File: config.mk
export PLATFORM = sky130hd
export DESIGN_NAME = execute_stage_flat
export DESIGN_NICKNAME = d
export VERILOG_FILES = /design/src/rtl/execute_stage_if.sv /design/src/rtl/execute_stage.sv /design/src/flat_wrapper.sv
export SDC_FILE = /design/constraint.sdc
export NUM_CORES = 1
export LEC_CHECK = 0
export ABC_AREA = 1
export ABC_CLOCK_PERIOD_IN_PS = 800
export BUFFER_PORTS_ARGS = -buffer_cell sky130_fd_sc_hd__buf_2
export CAP_MARGIN = 20
export CORE_MARGIN = 2
export CORE_UTILIZATION = 30
export CTS_BUF_LIST = sky130_fd_sc_hd__clkbuf_16
export CTS_CLUSTER_SIZE = 30
export DETAILED_ROUTE_END_ITERATION = 10
export PLACE_DENSITY = 0.47
export REMOVE_ABC_BUFFERS = 1
export SLEW_MARGIN = 10
export SYNTH_ARGS = -nofsm -noshare
export SYNTH_HDL_FRONTEND = slang
export SYNTH_SLANG_ARGS = --single-unit
File: constraint.sdc
create_clock -name clk -period 0.8 [get_ports clk]
set_input_delay 0.16 -clock clk [delete_from_list [all_inputs] [get_ports clk]]
set_output_delay 0.16 -clock clk [all_outputs]
set_load 0.005 [all_outputs]
File: src/rtl/execute_stage_if.sv
`default_nettype none
// +--------------------------------------------------------------------------+
// | execute_stage_if : operand/control bundle into, and results out of, the   |
// |                    execute pipeline stage.                                |
// | Revision 1.0                                                              |
// +--------------------------------------------------------------------------+
interface execute_stage_if;
  logic [15:0] adder_in;
  logic [15:0] regfile_read_data_1_in;
  logic [15:0] regfile_read_data_2_in;
  logic [15:0] sign_extended_input;
  logic [2:0]  rt_in;
  logic [2:0]  rd_in;
  logic        RegDst_in;
  logic        ALUSrc_in;
  logic [1:0]  ALUOp_in;
  logic [15:0] ALU_Result;
  logic [15:0] adder_out;
  logic        Zero;
  logic [2:0]  mux_rd_rt_output;

  modport master (
    output adder_in, regfile_read_data_1_in, regfile_read_data_2_in,
           sign_extended_input, rt_in, rd_in, RegDst_in, ALUSrc_in, ALUOp_in,
    input  ALU_Result, adder_out, Zero, mux_rd_rt_output
  );

  modport slave (
    input  adder_in, regfile_read_data_1_in, regfile_read_data_2_in,
           sign_extended_input, rt_in, rd_in, RegDst_in, ALUSrc_in, ALUOp_in,
    output ALU_Result, adder_out, Zero, mux_rd_rt_output
  );
endinterface
`default_nettype wire

File: src/rtl/execute_stage.sv
`default_nettype none
// +--------------------------------------------------------------------------+
// | execute_stage : 16-bit ALU, branch-target adder and destination mux with  |
// |                 all results registered (one-cycle latency).               |
// | Revision 1.0                                                              |
// +--------------------------------------------------------------------------+
module execute_stage (
  input  wire logic      clk,
  input  wire logic      rst_n,
  execute_stage_if.slave ex
);

  localparam logic [1:0] ALUOP_ADD   = 2'b00;
  localparam logic [1:0] ALUOP_SUB   = 2'b01;
  localparam logic [1:0] ALUOP_RTYPE = 2'b10;
  localparam logic [1:0] ALUOP_OR    = 2'b11;

  localparam logic [2:0] FUNCT_ADD = 3'b000;
  localparam logic [2:0] FUNCT_SUB = 3'b001;
  localparam logic [2:0] FUNCT_AND = 3'b010;
  localparam logic [2:0] FUNCT_OR  = 3'b011;
  localparam logic [2:0] FUNCT_XOR = 3'b100;
  localparam logic [2:0] FUNCT_NOR = 3'b101;
  localparam logic [2:0] FUNCT_SLT = 3'b110;
  localparam logic [2:0] FUNCT_SLL = 3'b111;

  logic [15:0] operand_a;
  logic [15:0] operand_b;
  logic [2:0]  funct;

  logic [15:0] alu_result_d, alu_result_q;
  logic [15:0] adder_out_d,  adder_out_q;
  logic        zero_d,       zero_q;
  logic [2:0]  dest_d,       dest_q;

  always_comb begin
    operand_a = ex.regfile_read_data_1_in;
    operand_b = ex.ALUSrc_in ? ex.sign_extended_input : ex.regfile_read_data_2_in;
    funct     = ex.sign_extended_input[2:0];

    alu_result_d = 16'h0000;
    unique case (ex.ALUOp_in)
      ALUOP_ADD: alu_result_d = operand_a + operand_b;
      ALUOP_SUB: alu_result_d = operand_a - operand_b;
      ALUOP_OR:  alu_result_d = operand_a | operand_b;
      ALUOP_RTYPE: begin
        unique case (funct)
          FUNCT_ADD: alu_result_d = operand_a + operand_b;
          FUNCT_SUB: alu_result_d = operand_a - operand_b;
          FUNCT_AND: alu_result_d = operand_a & operand_b;
          FUNCT_OR:  alu_result_d = operand_a | operand_b;
          FUNCT_XOR: alu_result_d = operand_a ^ operand_b;
          FUNCT_NOR: alu_result_d = ~(operand_a | operand_b);
          FUNCT_SLT: alu_result_d = {15'd0, $signed(operand_a) < $signed(operand_b)};
          FUNCT_SLL: alu_result_d = operand_a << operand_b[3:0];
          default:   alu_result_d = 16'h0000;
        endcase
      end
      default: alu_result_d = 16'h0000;
    endcase

    // Zero flag tracks the same result word that is being registered.
    zero_d      = (alu_result_d == 16'h0000);
    adder_out_d = ex.adder_in + {ex.sign_extended_input[14:0], 1'b0};
    dest_d      = ex.RegDst_in ? ex.rd_in : ex.rt_in;
  end

  always_ff @(posedge clk or negedge rst_n) begin
    if (!rst_n) begin
      alu_result_q <= 16'h0000;
      adder_out_q  <= 16'h0000;
      zero_q       <= 1'b0;
      dest_q       <= 3'd0;
    end else begin
      alu_result_q <= alu_result_d;
      adder_out_q  <= adder_out_d;
      zero_q       <= zero_d;
      dest_q       <= dest_d;
    end
  end

  assign ex.ALU_Result       = alu_result_q;
  assign ex.adder_out        = adder_out_q;
  assign ex.Zero             = zero_q;
  assign ex.mux_rd_rt_output = dest_q;

endmodule
`default_nettype wire

File: src/flat_wrapper.sv
// flat-port wrapper written by rule: the top's interface ports become plain ports
module execute_stage_flat 
  (clk, rst_n, ex_adder_in, ex_regfile_read_data_1_in, ex_regfile_read_data_2_in, ex_sign_extended_input, ex_rt_in, ex_rd_in, ex_RegDst_in, ex_ALUSrc_in, ex_ALUOp_in, ex_ALU_Result, ex_adder_out, ex_Zero, ex_mux_rd_rt_output);
  execute_stage_if ex_i ();
  input  wire logic clk;
  input  wire logic rst_n;
  input wire logic [$bits(ex_i.adder_in)-1:0] ex_adder_in;
  input wire logic [$bits(ex_i.regfile_read_data_1_in)-1:0] ex_regfile_read_data_1_in;
  input wire logic [$bits(ex_i.regfile_read_data_2_in)-1:0] ex_regfile_read_data_2_in;
  input wire logic [$bits(ex_i.sign_extended_input)-1:0] ex_sign_extended_input;
  input wire logic [$bits(ex_i.rt_in)-1:0] ex_rt_in;
  input wire logic [$bits(ex_i.rd_in)-1:0] ex_rd_in;
  input wire logic [$bits(ex_i.RegDst_in)-1:0] ex_RegDst_in;
  input wire logic [$bits(ex_i.ALUSrc_in)-1:0] ex_ALUSrc_in;
  input wire logic [$bits(ex_i.ALUOp_in)-1:0] ex_ALUOp_in;
  output wire logic [$bits(ex_i.ALU_Result)-1:0] ex_ALU_Result;
  output wire logic [$bits(ex_i.adder_out)-1:0] ex_adder_out;
  output wire logic [$bits(ex_i.Zero)-1:0] ex_Zero;
  output wire logic [$bits(ex_i.mux_rd_rt_output)-1:0] ex_mux_rd_rt_output;
  assign ex_i.adder_in = ex_adder_in;
  assign ex_i.regfile_read_data_1_in = ex_regfile_read_data_1_in;
  assign ex_i.regfile_read_data_2_in = ex_regfile_read_data_2_in;
  assign ex_i.sign_extended_input = ex_sign_extended_input;
  assign ex_i.rt_in = ex_rt_in;
  assign ex_i.rd_in = ex_rd_in;
  assign ex_i.RegDst_in = ex_RegDst_in;
  assign ex_i.ALUSrc_in = ex_ALUSrc_in;
  assign ex_i.ALUOp_in = ex_ALUOp_in;
  assign ex_ALU_Result = ex_i.ALU_Result;
  assign ex_adder_out = ex_i.adder_out;
  assign ex_Zero = ex_i.Zero;
  assign ex_mux_rd_rt_output = ex_i.mux_rd_rt_output;
  execute_stage u_core (.clk(clk), .rst_n(rst_n), .ex(ex_i));
endmodule
==> summary.txt <==
STA
  – Fin. Hold Viols: 0
  – Final min period: approximately 2.3 ns
  – Period utilization: 284%
  – Actual slew at the worst max-slew pin: between 0.4 and 0.5 ns
  – Setup ws final: -1.48 ns
  – Slew HR: roughly 73%
  – WHS: 0.0983 ns
  – Unrepaired setup endpoints after global routing: true
  – F_max: between 0.4 and 0.5 GHz
  – Final Setup Violations: 67
  – Slew Limit Fails: 0

Clocking
  – Clock transition at the registers of the reported paths: about 0.060 ns
  – CTS tree: done
  – Clock H-tree levels: 2
  – Cts bufs inserted: 5
  – Root buf cell: clkbuf_16
  – CTS Sinks: 36
  – Clk buf depth: 2

Drt
  – # DRC: 0
  – 1st-iter DRT viols: a little over 500
  – Routed vias: roughly 8300
  – Vias per inst: 4.92
  – WL/cell: 18.1 um
  – Post-Route WL: ~30 mm
  – First-pass detailed-route iteration total: 5
  – Final ANT Viol Nets: 0

Layout
  – Non-filler instance count after layout: between 1500 and 2000
  – Fillers: ~1900
  – Multi-input gate area: 5750 um^2
  – Commonest non-fill, non-tap cells in the layout: buf_4, nand2_1, nand3_1
  – Nets: ~1600
  – Final core occ: a little under three fifths
  – Area Growth Syn to Fin: 82.9%
  – Final Instance Area: 11000 um^2
  – Commonest non-fill, non-tap cell in the layout: buf_4
  – Ant diodes: 0
  – Area taken by flip-flops and latches: 901 um^2
  – Ratio of cells with drive above 1 in the final layout: 50.4%

Critical path
  – Crit. End Element: flop
  – Worst setup path category: in2reg
  – Worst setup SP type: primary input
  – Worst Path Max Fanout: 7
  – WP data required: 1.03 ns
  – CP arrival: around 2.5 ns

Place
  – Gpl congestion: 0.995
  – Inst Count DP: about 1600
  – HPWL after DPL: 24.5 mm
  – Port buffer count: between 100 and 150
  – DP Area: 8830 um^2

Synth
  – Avg Cell Area, Syn: between 5 and 6 um^2
  – Post-Synthesis Cells: roughly 1000
  – Synth unique cells: 43
  – Number of flops mapped to enable cells by yosys: 0
  – Post-synthesis async set-or-reset flop share: 100%
  – Synthesized cell area: 5990 um^2
  – Dominant synthesized flop cell: dfrtp_1
  – Synthesized flop and latch total: 36
  – Syn. warnings: 0
  – Sequential fraction of the synthesis area: 15.0%

Floorplanning
  – Core Area: about 20000 um^2
  – # IOs: about 110
  – Die W: around 150 um
  – Die area: between 20000 and 25000 um^2
  – Initial Utilization: a little under a third
  – FP Rows: around 50
  – Die Height: 145 um

Global route
  – Gr usage total: between 20% and 30%
  – Initial antenna violation count: 0
  – Vias in the first global route: between 8000 and 9000
  – Global-route wire length before repair: 45.4 mm
  – GR Overflow Total: 0
  – Largest net degree at the start of global routing: 37

Pwr
  – Static Leak: between 5 and 6 nW
  – IR drop worst, VDD: around 0.76 mV
  – Pwr Total: 0.0131 W
  – PwrDens: between 1000 and 1500 nW/um^2

Status
  – Status: finished, violations left
  – Failing checks: setup timing

Run
  – Max-cap violation count: 0

Hold path
  – Hold Path Class: in2reg
  – Hold path depth: 2
[power by group]
| group | total, W | leakage [nW] | switching [W] | internal [W] |
|---|---|---|---|---|
| registers | 0.00219 | 0.419 | 0.0000687 | 0.00212 |
| clock network | 0.00204 | 0.0687 | 0.000902 | 0.00114 |
| logic | 0.00884 | 5.07 | 0.00466 | 0.00418 |
| total | 0.0131 | 5.56 | 0.00563 | 0.00744 |
[synth_stat cells (8+ instances only)]
library cell | instances | share of area (%)
nor2_1 | 72 | 4.5
a211oi_1 | 10 | 1.3
dfrtp_1 | 36 | 15
ha_1 | 65 | 14
a21oi_1 | 54 | 4.5
xor2_1 | 23 | 3.4
or2_2 | 12 | 1.3
o21ai_0 | 62 | 5.2
buf_2 | 12 | 1.0
inv_1 | 143 | 9.0
nor3_1 | 8 | 0.67
nand2_1 | 275 | 17
nand3_1 | 151 | 13
[flip-flops by register name (all words and copies together), names as in the netlist]
register / cells
u_core.ex.adder_out: 16
u_core.ex.Zero: 1
u_core.ex.mux_rd_rt_output: 3
u_core.ex.ALU_Result: 16
[logic make-up after synthesis]
| kind of cell | count (synthesis) | synth area share (%) |
|---|---|---|
| AND/OR/NAND/NOR | 551 | 40.1 |
| XOR/XNOR | 27 | 3.95 |
| multiplexers | 3 | 0.564 |
| flip-flops | 36 | 15.0 |
| adder cells (fa/ha/maj) | 68 | 14.6 |
| buffers and inverters | 179 | 12.3 |
| AO/OA/AOI/OAI | 147 | 13.5 |
[critical path, stage by stage]
cell and delay [ns]:
buf_12 0.12, inv_8 0.06, buf_4 0.12, nand2_1 0.06
nand2_2 0.11, inv_2 0.07, buf_6 0.13, ha_4 0.16
inv_4 0.07, o21bai_4 0.08, nand3b_1 0.24, buf_4 0.18
buf_4 0.13, xor2_1 0.14, inv_1 0.07, nand2_1 0.05
nand3_1 0.06, nand2_1 0.06, nand2_1 0.06, nand2_2 0.09
nand2_1 0.05, nor2_1 0.08, nand2_1 0.06, nor2_2 0.09
[routing by layer]
layer	vias up	global-route usage [%]	part of all wire, %
met2	271	45.2	45
met4	0	9.51	3.2
met1	3890	37.8	45
met5	-	0	0
li1	4092	-	-
met3	42	3.84	6.0
[metrics by stage]
step | setup TNS (ns) | setup slack, ns
after global routing | -38.27 | -1.65
after CTS | -34.41 | -1.48
after global placement | -51.71 | -2.54
after detailed placement | -51.39 | -2.51
final | -34.64 | -1.48
after floorplan | -29.93 | -1.62
[area by class of cell]
cell class,count,share of cell area (%)
inverter,150,5.29
clock buffer,5,1.14
tap,265,3.03
multi-input combinational,796,52.5
clock inverter,3,0.137
sequential,36,8.22
timing repair buffer,432,29.7
[path summary, 6_finish.rpt]
path,from,to
max in group asynchronous,rst_n,u_core.ex.mux_rd_rt_output[2]
min in group asynchronous,rst_n,u_core.ex.adder_out[14]
hold / removal,ex_rd_in[0],u_core.ex.mux_rd_rt_output[0]
setup / recovery,ex_ALUSrc_in,u_core.ex.Zero
[what timing repair did]
action / CTS / global route
hold endpoints to repair: 37 / 0
pin swaps: 85 / 96
endpoints found under the setup margin: 67 / 67
setup buffers: 27 / 24
hold buffers: 2 / 0
resized for setup: 287 / 132
cloned: 0 / 0
Note: power is estimated with default switching activity, not from simulation.
